<file path="config.mk">
export PLATFORM = sky130hd
export DESIGN_NAME = bmp180_temp_comp
export DESIGN_NICKNAME = d
export VERILOG_FILES = /design/src/rtl/bmp180_temp_comp.sv
export SDC_FILE = /design/constraint.sdc
export NUM_CORES = 2
export LEC_CHECK = 0
export CORE_AREA = 10 10 243 245
export DETAILED_ROUTE_END_ITERATION = 10
export DIE_AREA = 0 0 253 255
export DONT_BUFFER_PORTS = 1
export GPL_TIMING_DRIVEN = 0
export PLACE_DENSITY = 0.68
export SLEW_MARGIN = 10
export SYNTH_ARGS = -nofsm -noshare
export SYNTH_HDL_FRONTEND = slang
export SYNTH_SLANG_ARGS = --single-unit
</file>
<file path="constraint.sdc">
create_clock -name clk -period 11.4 [get_ports clk]
set_input_delay 3.42 -clock clk [delete_from_list [all_inputs] [get_ports clk]]
set_output_delay 3.42 -clock clk [all_outputs]
set_load 0.03 [all_outputs]
</file>
<file path="src/rtl/bmp180_temp_comp.sv">
// BMP180 temperature compensation: computes B5 and the true temperature
// (0.1 degC steps) from UT and the AC5/AC6/MC/MD calibration words, using a
// 32-step restoring divider for the single division in the algorithm.
module bmp180_temp_comp (
  input  logic               clk,
  input  logic               reset,
  input  logic               start,
  input  logic        [15:0] ut,
  input  logic        [15:0] ac5,
  input  logic        [15:0] ac6,
  input  logic signed [15:0] mc,
  input  logic signed [15:0] md,
  output logic               busy,
  output logic               done,
  output logic               div_err,
  output logic signed [31:0] b5,
  output logic signed [15:0] temp
);

  typedef enum logic [2:0] {IDLE, MUL, DIV, SIGN, FIN} state_t;

  state_t state_q;

  logic        [15:0] ut_q;
  logic        [15:0] ac5_q;
  logic        [15:0] ac6_q;
  logic signed [15:0] mc_q;
  logic signed [15:0] md_q;

  logic signed [31:0] x1_q;
  logic signed [31:0] x2_q;
  logic        [31:0] quo_q;
  logic        [31:0] rem_q;
  logic        [31:0] dvs_q;
  logic               negQuo_q;
  logic               zeroDiv_q;
  logic        [4:0]  divCnt_q;

  logic               busy_q;
  logic               done_q;
  logic               divErr_q;
  logic signed [31:0] b5_q;
  logic signed [15:0] temp_q;

  logic signed [16:0] diff_d;
  logic signed [33:0] prod_d;
  logic signed [31:0] x1_d;
  logic signed [31:0] num_d;
  logic signed [31:0] den_d;
  logic        [31:0] numMag_d;
  logic        [31:0] denMag_d;
  logic        [32:0] trial_d;
  logic               fit_d;
  logic signed [31:0] x2_d;
  logic signed [31:0] b5_d;
  logic signed [15:0] temp_d;

  // Datapath: X1 product/shift, divider operands, one restoring step, and
  // the final B5/T sums, all from registered operands.
  always_comb begin
    diff_d   = signed'({1'b0, ut_q}) - signed'({1'b0, ac6_q});
    prod_d   = diff_d * signed'({1'b0, ac5_q});
    x1_d     = 32'(prod_d >>> 15);
    num_d    = {{5{mc_q[15]}}, mc_q, 11'b0};
    den_d    = x1_d + {{16{md_q[15]}}, md_q};
    numMag_d = num_d[31] ? (32'd0 - num_d) : num_d;
    denMag_d = den_d[31] ? (32'd0 - den_d) : den_d;
    trial_d  = {rem_q, quo_q[31]};
    fit_d    = (trial_d >= {1'b0, dvs_q});
    if (zeroDiv_q) begin
      x2_d = 32'sd0;
    end else if (negQuo_q) begin
      x2_d = 32'sd0 - quo_q;
    end else begin
      x2_d = quo_q;
    end
    b5_d   = x1_q + x2_q;
    temp_d = 16'((b5_d + 32'sd8) >>> 4);
  end

  // Sequencer: latch operands, register X1, run 32 divide steps, sign the
  // quotient, then publish results with a one-cycle done pulse.
  always_ff @(posedge clk or posedge reset) begin
    if (reset) begin
      state_q   <= IDLE;
      ut_q      <= '0;
      ac5_q     <= '0;
      ac6_q     <= '0;
      mc_q      <= '0;
      md_q      <= '0;
      x1_q      <= '0;
      x2_q      <= '0;
      quo_q     <= '0;
      rem_q     <= '0;
      dvs_q     <= '0;
      negQuo_q  <= 1'b0;
      zeroDiv_q <= 1'b0;
      divCnt_q  <= '0;
      busy_q    <= 1'b0;
      done_q    <= 1'b0;
      divErr_q  <= 1'b0;
      b5_q      <= '0;
      temp_q    <= '0;
    end else begin
      done_q <= 1'b0;
      case (state_q)
        IDLE: begin
          if (start) begin
            ut_q    <= ut;
            ac5_q   <= ac5;
            ac6_q   <= ac6;
            mc_q    <= mc;
            md_q    <= md;
            busy_q  <= 1'b1;
            state_q <= MUL;
          end
        end
        MUL: begin
          x1_q      <= x1_d;
          quo_q     <= numMag_d;
          rem_q     <= '0;
          dvs_q     <= denMag_d;
          negQuo_q  <= num_d[31] ^ den_d[31];
          zeroDiv_q <= (den_d == 32'sd0);
          divCnt_q  <= '0;
          state_q   <= DIV;
        end
        DIV: begin
          if (fit_d) begin
            rem_q <= 32'(trial_d - {1'b0, dvs_q});
            quo_q <= {quo_q[30:0], 1'b1};
          end else begin
            rem_q <= trial_d[31:0];
            quo_q <= {quo_q[30:0], 1'b0};
          end
          divCnt_q <= divCnt_q + 5'd1;
          if (divCnt_q == 5'd31) begin
            state_q <= SIGN;
          end
        end
        SIGN: begin
          x2_q    <= x2_d;
          state_q <= FIN;
        end
        FIN: begin
          b5_q     <= b5_d;
          temp_q   <= temp_d;
          divErr_q <= zeroDiv_q;
          done_q   <= 1'b1;
          busy_q   <= 1'b0;
          state_q  <= IDLE;
        end
        default: begin
          state_q <= IDLE;
          busy_q  <= 1'b0;
        end
      endcase
    end
  end

  assign busy    = busy_q;
  assign done    = done_q;
  assign div_err = divErr_q;
  assign b5      = b5_q;
  assign temp    = temp_q;

endmodule
</file>
# Word level (Yosys, flattened, before mapping)
# Index checks and enable logic that the tools add are counted.
# totals
rom_bits,0
reg_bits,288
out_inout_bits,51
ram_bits,0
latch_bits,0
word_cells,61
n_memories,0
inputBits,83
# classes
eq_ne,7
mul,1
n_mux,15
n_addsub,9
reduce_logical,7
bitwise_logic,2
div,0
shifts,0
magnitude_cmp,1
# op_table
operator,count
$mux 32,5
$pmux 32 s2,2
$mul 17x17->34,1
$ge 33x32->1,1
$add 19x32->32,1
$logic_not 32->1,1
$sub 1x32->32 const A,1
$sub 32x32->32,1
$sub 1x27->28 const A,1
$sub 1x20->21 const A,1
$add 19x16->20,1
$add 20x5->20 const B,1
$sub 16x16->17,1
$pmux 3 s4,1
$pmux 5 s2,1
$eq 3x2->1 const B,2
$mux 3,2
$reduce_and 2->1,3
$add 5x1->5 const B,1
$eq 5x5->1 const B,1
$ne 2x2->1 const B,2
$eq 3x1->1 const B,1
$eq 3x3->1 const B,1
$logic_not 3->1,1
other kinds (6),8

# Depth between registers and ports, before layout
# depth
word_depth,5
mapped_depth,44
depth_no_buf,42

# Least setup slack after synthesis
# Ideal clock, no wire load.
# synth_timing
kind,register to register
from,register ut_q[0]
to,register dvs_q[17]
setup_time_ps,129
required_time_ps,11271
path_buffers,2
setup_slack_ps,1349
period_less_slack_ps,10051
stages_incl_launch_ff,39
arrival_time_ps,9922
cell_sequence,dfrtp_1 -> inv_1 -> ha_1 -> fa_1 -> nor2b_1 -> o21ai_0 -> a21boi_0 -> o21ai_0 -> a211oi_1 -> o31ai_1 -> o2111ai_1 -> a21oi_1 -> clkbuf_1 -> nand2_1 -> fa_1 -> inv_1 -> fa_1 -> fa_1 -> [3 not listed] -> fa_1 -> inv_1 -> ha_1 -> a21o_1 -> a31oi_1 -> nand2_1 -> a21o_1 -> xor2_1 -> ha_1 -> or3_1 -> a211oi_1 -> nor2_1 -> xnor2_1 -> or4_1 -> buf_2 -> o41a_1 -> xnor2_1 -> o21ai_1
# synth_via
elab_chain_cells,5
# synth_rtl
element,line,text
from (decl),24,logic [15:0] ut_q;
from (signal assigned),109,ut_q <= ut;
$sub 16x16->17 *,61,"diff_d = signed'({1'b0, ut_q}) - signed'({1'b0, ac6_q});"
$mul 17x17->34 *,62,"prod_d = diff_d * signed'({1'b0, ac5_q});"
named net prod_d[26],46,logic signed [33:0] prod_d;
$add 19x16->20 *,65,"den_d = x1_d + {{16{md_q[15]}}, md_q};"
$sub 1x20->21,67,denMag_d = den_d[31] ? (32'd0 - den_d) : den_d;
$mux 32 *,67,
to (signal assigned),122,dvs_q <= denMag_d;
to (decl),34,logic [31:0] dvs_q;
# The timed path passes the listed nets; every way through them passes the cells marked *.
# A chain may end at the register's enable or synchronous reset.

# Final worst setup path
# Ends and elaborated chain as after synthesis.

==> metrics <==
Mapped Area=0.02728 mm2; CTS root buf=clkbuf_16; GPL Wtd Cong=0.9919; vias in the first global route=21940; crit end category=register; most frequent CP cell=fa_1; EDFF count, synth=0; Clock Tree Buf Depth=3; Worst Hold Depth=1; Die W=253 um; Setup violations, final=0; Final Critical Period=roughly 11 ns; vias=20670; I/O Pins=roughly 130; crit-path max FO=10; hold_buf cts=0; port bufs=0; Ys Warns=0; status=complete, no violations; min-delay src=divCnt_q[3]; R2R Setup Slk=between 0.3 and 0.4 ns; synthesized netlist cell count=around 3000; Reg2Reg Capture Point=dvs_q[17]; Main synth FF type=dfrtp_1; highest routed layer=met5; routed wire length=approximately 70 mm; Hold WC Path Type=register to register; syn avg cell area=approximately 9.2 um2; Syn Nets=3533; vias per cell=5.495; Critical Path AT=11.44 ns; placed cell areas=about 0.028 mm2; Crit-path slowest cell=fa_1; Clock H-tree levels=2; CTS tree=built; Nets=roughly 3600; max_cap viols=0; Clock Latency Late Sink=around 0.56 ns; Post-Route M1 WL=between 20 and 30 mm; Initial DRC Count=1094; synth-to-layout area growth=9.180%; Setup crit start kind=register; die height=approximately 260 um; FF+latch count, synth=277; 1st-pass router iterations=5; starting density of the core=about 50%; WL met2=36.17 mm; detailed placement HPWL=58.19 mm; sequential area share after synthesis=about 25%; Num CTS Buffers=36; CORE AREA=about 0.054 mm2; Routed Antenna Nets=0; first-pass GRT wire length=approximately 120 mm; hold_ws=between 0.4 and 0.5 ns; wire per inst=between 15 and 20 um; design area=approximately 0.03 mm2; Global Route Usage Sum=22.44%; initial antenna violation count=8; Die Footprint=around 0.065 mm2; Max Freq=roughly 91 MHz; DR WL met3=between 3 and 4 mm; unique cell type count in the Yosys netlist=83; Largest stage delay, worst path=~0.55 ns; Synth area leader=dfrtp_1; WP data required=around 12 ns; crit path kind=register to register; CTS clk-pin slew, worst paths=~0.060 ns; worst slew pin tran=between 1 and 1.5 ns; Final Hold Violating Endpoints=0; pin count of the biggest net entering global routing=about 120; Synth area leaders=dfrtp_1, fa_1, ha_1, inv_1, nand2_1; crit share post-route=a little over nine tenths; Filler Cell Count=4907; worst relative slew slack=28.18%; share of the synthesized area in the top cell type=approximately 25%; max-slew violation count=0; reg2reg path depth=42; share of layout cells above drive strength 1=7.561%; skew final=roughly 0.025 ns; clock sinks=approximately 280; total gr overflow=0; Min-Delay Endpoint=divCnt_q[3]; Post-synth ARST share=100.0%; num rows=86; Critical R2R Launch=ut_q[0]; DRC Markers=0
==> cell usage after synthesis, drive strengths merged (5+ instances only) <==
cell type	count
and2	122
a22oi	15
nand3b	6
nor3b	5
a21o	42
xor2	96
a211oi	19
ha	189
buf	9
o21bai	14
a221o	7
o31ai	29
nand2	407
a211o	8
inv	438
a21boi	7
o211ai	13
dfrtp	277
and3	7
fa	281
or4	8
nand4	14
or3	18
o41ai	11
or2	10
o21ai	228
a31oi	14
mux2i	31
xnor2	78
o21a	13
nor3	34
clkbuf	105
nand2b	23
a22o	15
nand3	47
mux2	73
a21oi	90
nor2b	30
nor4	12
nor2	85
==> logic make-up (layout without fill, tap and decap cells) <==
| family | count (synthesis) | after routing | synth area share, % |
|---|---|---|---|
| buffers and inverters | 555 | 630 | 7.759 |
| flip-flops | 277 | 277 | 25.40 |
| AO/OA/AOI/OAI | 561 | 561 | 13.19 |
| adder cells (fa/ha/maj) | 470 | 470 | 29.28 |
| multiplexers | 104 | 104 | 4.150 |
| XOR/XNOR | 174 | 174 | 5.585 |
| AND/OR/NAND/NOR | 839 | 839 | 14.63 |
| other | 0 | 2 | 0 |
==> registers in the layout, indices dropped and copies added (netlist names), 3 cells and up <==
signal    cells
ac6_q        16
state_q       3
x2_q         32
divCnt_q      5
rem_q        32
quo_q        32
md_q         16
temp         16
b5           32
ut_q         16
ac5_q        16
dvs_q        21
mc_q         16
x1_q         19
==> layer usage <==
layer,GRT usage [%],up-vias
met3,3.949,122
met1,26.94,10240
met2,40.26,421
met4,7.054,10
met5,0,-
li1,-,9875
==> worst max-delay path: cells and delay by family (launching register included) <==
kind | cells | cell delay [ns]
adder cells (fa/ha/maj) | 10 | 4.50
buffers and inverters | 9 | 0.99
AND/OR/NAND/NOR | 5 | 1.28
AO/OA/AOI/OAI | 16 | 3.37
XOR/XNOR | 2 | 0.43
flip-flops | 1 | 0.33
==> layout by cell type, fill, tap and decap left out, types with 36 or more instances in the layout <==
| cell type | count |
|---|---|
| xor2_1 | 93 |
| dfrtp_1 | 277 |
| xnor2_1 | 67 |
| nand3_1 | 46 |
| ha_1 | 187 |
| nand2_1 | 407 |
| mux2_2 | 73 |
| clkbuf_1 | 93 |
| nor2_1 | 85 |
| o21ai_0 | 208 |
| inv_1 | 437 |
| fa_1 | 279 |
| a21oi_1 | 87 |
| and2_1 | 119 |
| clkbuf_16 | 36 |
| a21o_1 | 42 |
==> through the flow <==
step	setup WS [ns]	setup TNS, ns	std cells	utilization [%]
after floorplan	0.3429	0	2980	-
after global placement	-2.656	-728.61	3684	51.73
after detailed placement	-0.8738	-11.02	3686	51.85
after CTS	0.005471	0	3754	54.37
after global routing	-0.07874	-0.1038	3761	54.71
final	0.3872	0	3761	54.71
==> repair_timing <==
item	CTS	global route
hold endpoints to repair	0	0
endpoints found under the setup margin	21	21
setup buffers	5	6
gates resized for setup	25	40
pin swaps	3	9
==> final cells by class <==
cell class	instances	area, um2	area share [%]
clock inverters	18	217.7	0.7308
inverters	439	1655	5.557
diodes	2	5.005	0.01680
repair buffers	13	137.6	0.4620
clock buffers	45	1005	3.373
well taps	704	880.8	2.957
plain buffers	115	484.2	1.625
multi-input cells	2148	18470	62.01
flip-flops and latches	277	6932	23.27
==> how the worst max path moves through the flow <==
stage / from / endpoint / slack (ns) / depth (start not counted)
after global placement: reset / ac6_q[4] / -2.66 / 1
after global routing: ac6_q[1] / dvs_q[17] / -0.08 / 39
after floorplan: reset / ac5_q[0] / 0.34 / 1
after CTS: ut_q[0] / dvs_q[17] / 0.005 / 40
after detailed placement: ut_q[0] / dvs_q[17] / -0.87 / 40
final: ut_q[0] / dvs_q[17] / 0.39 / 42
Power is not shown: default switching activity piles up to over one toggle a cycle in this logic, so the estimate is an artifact.
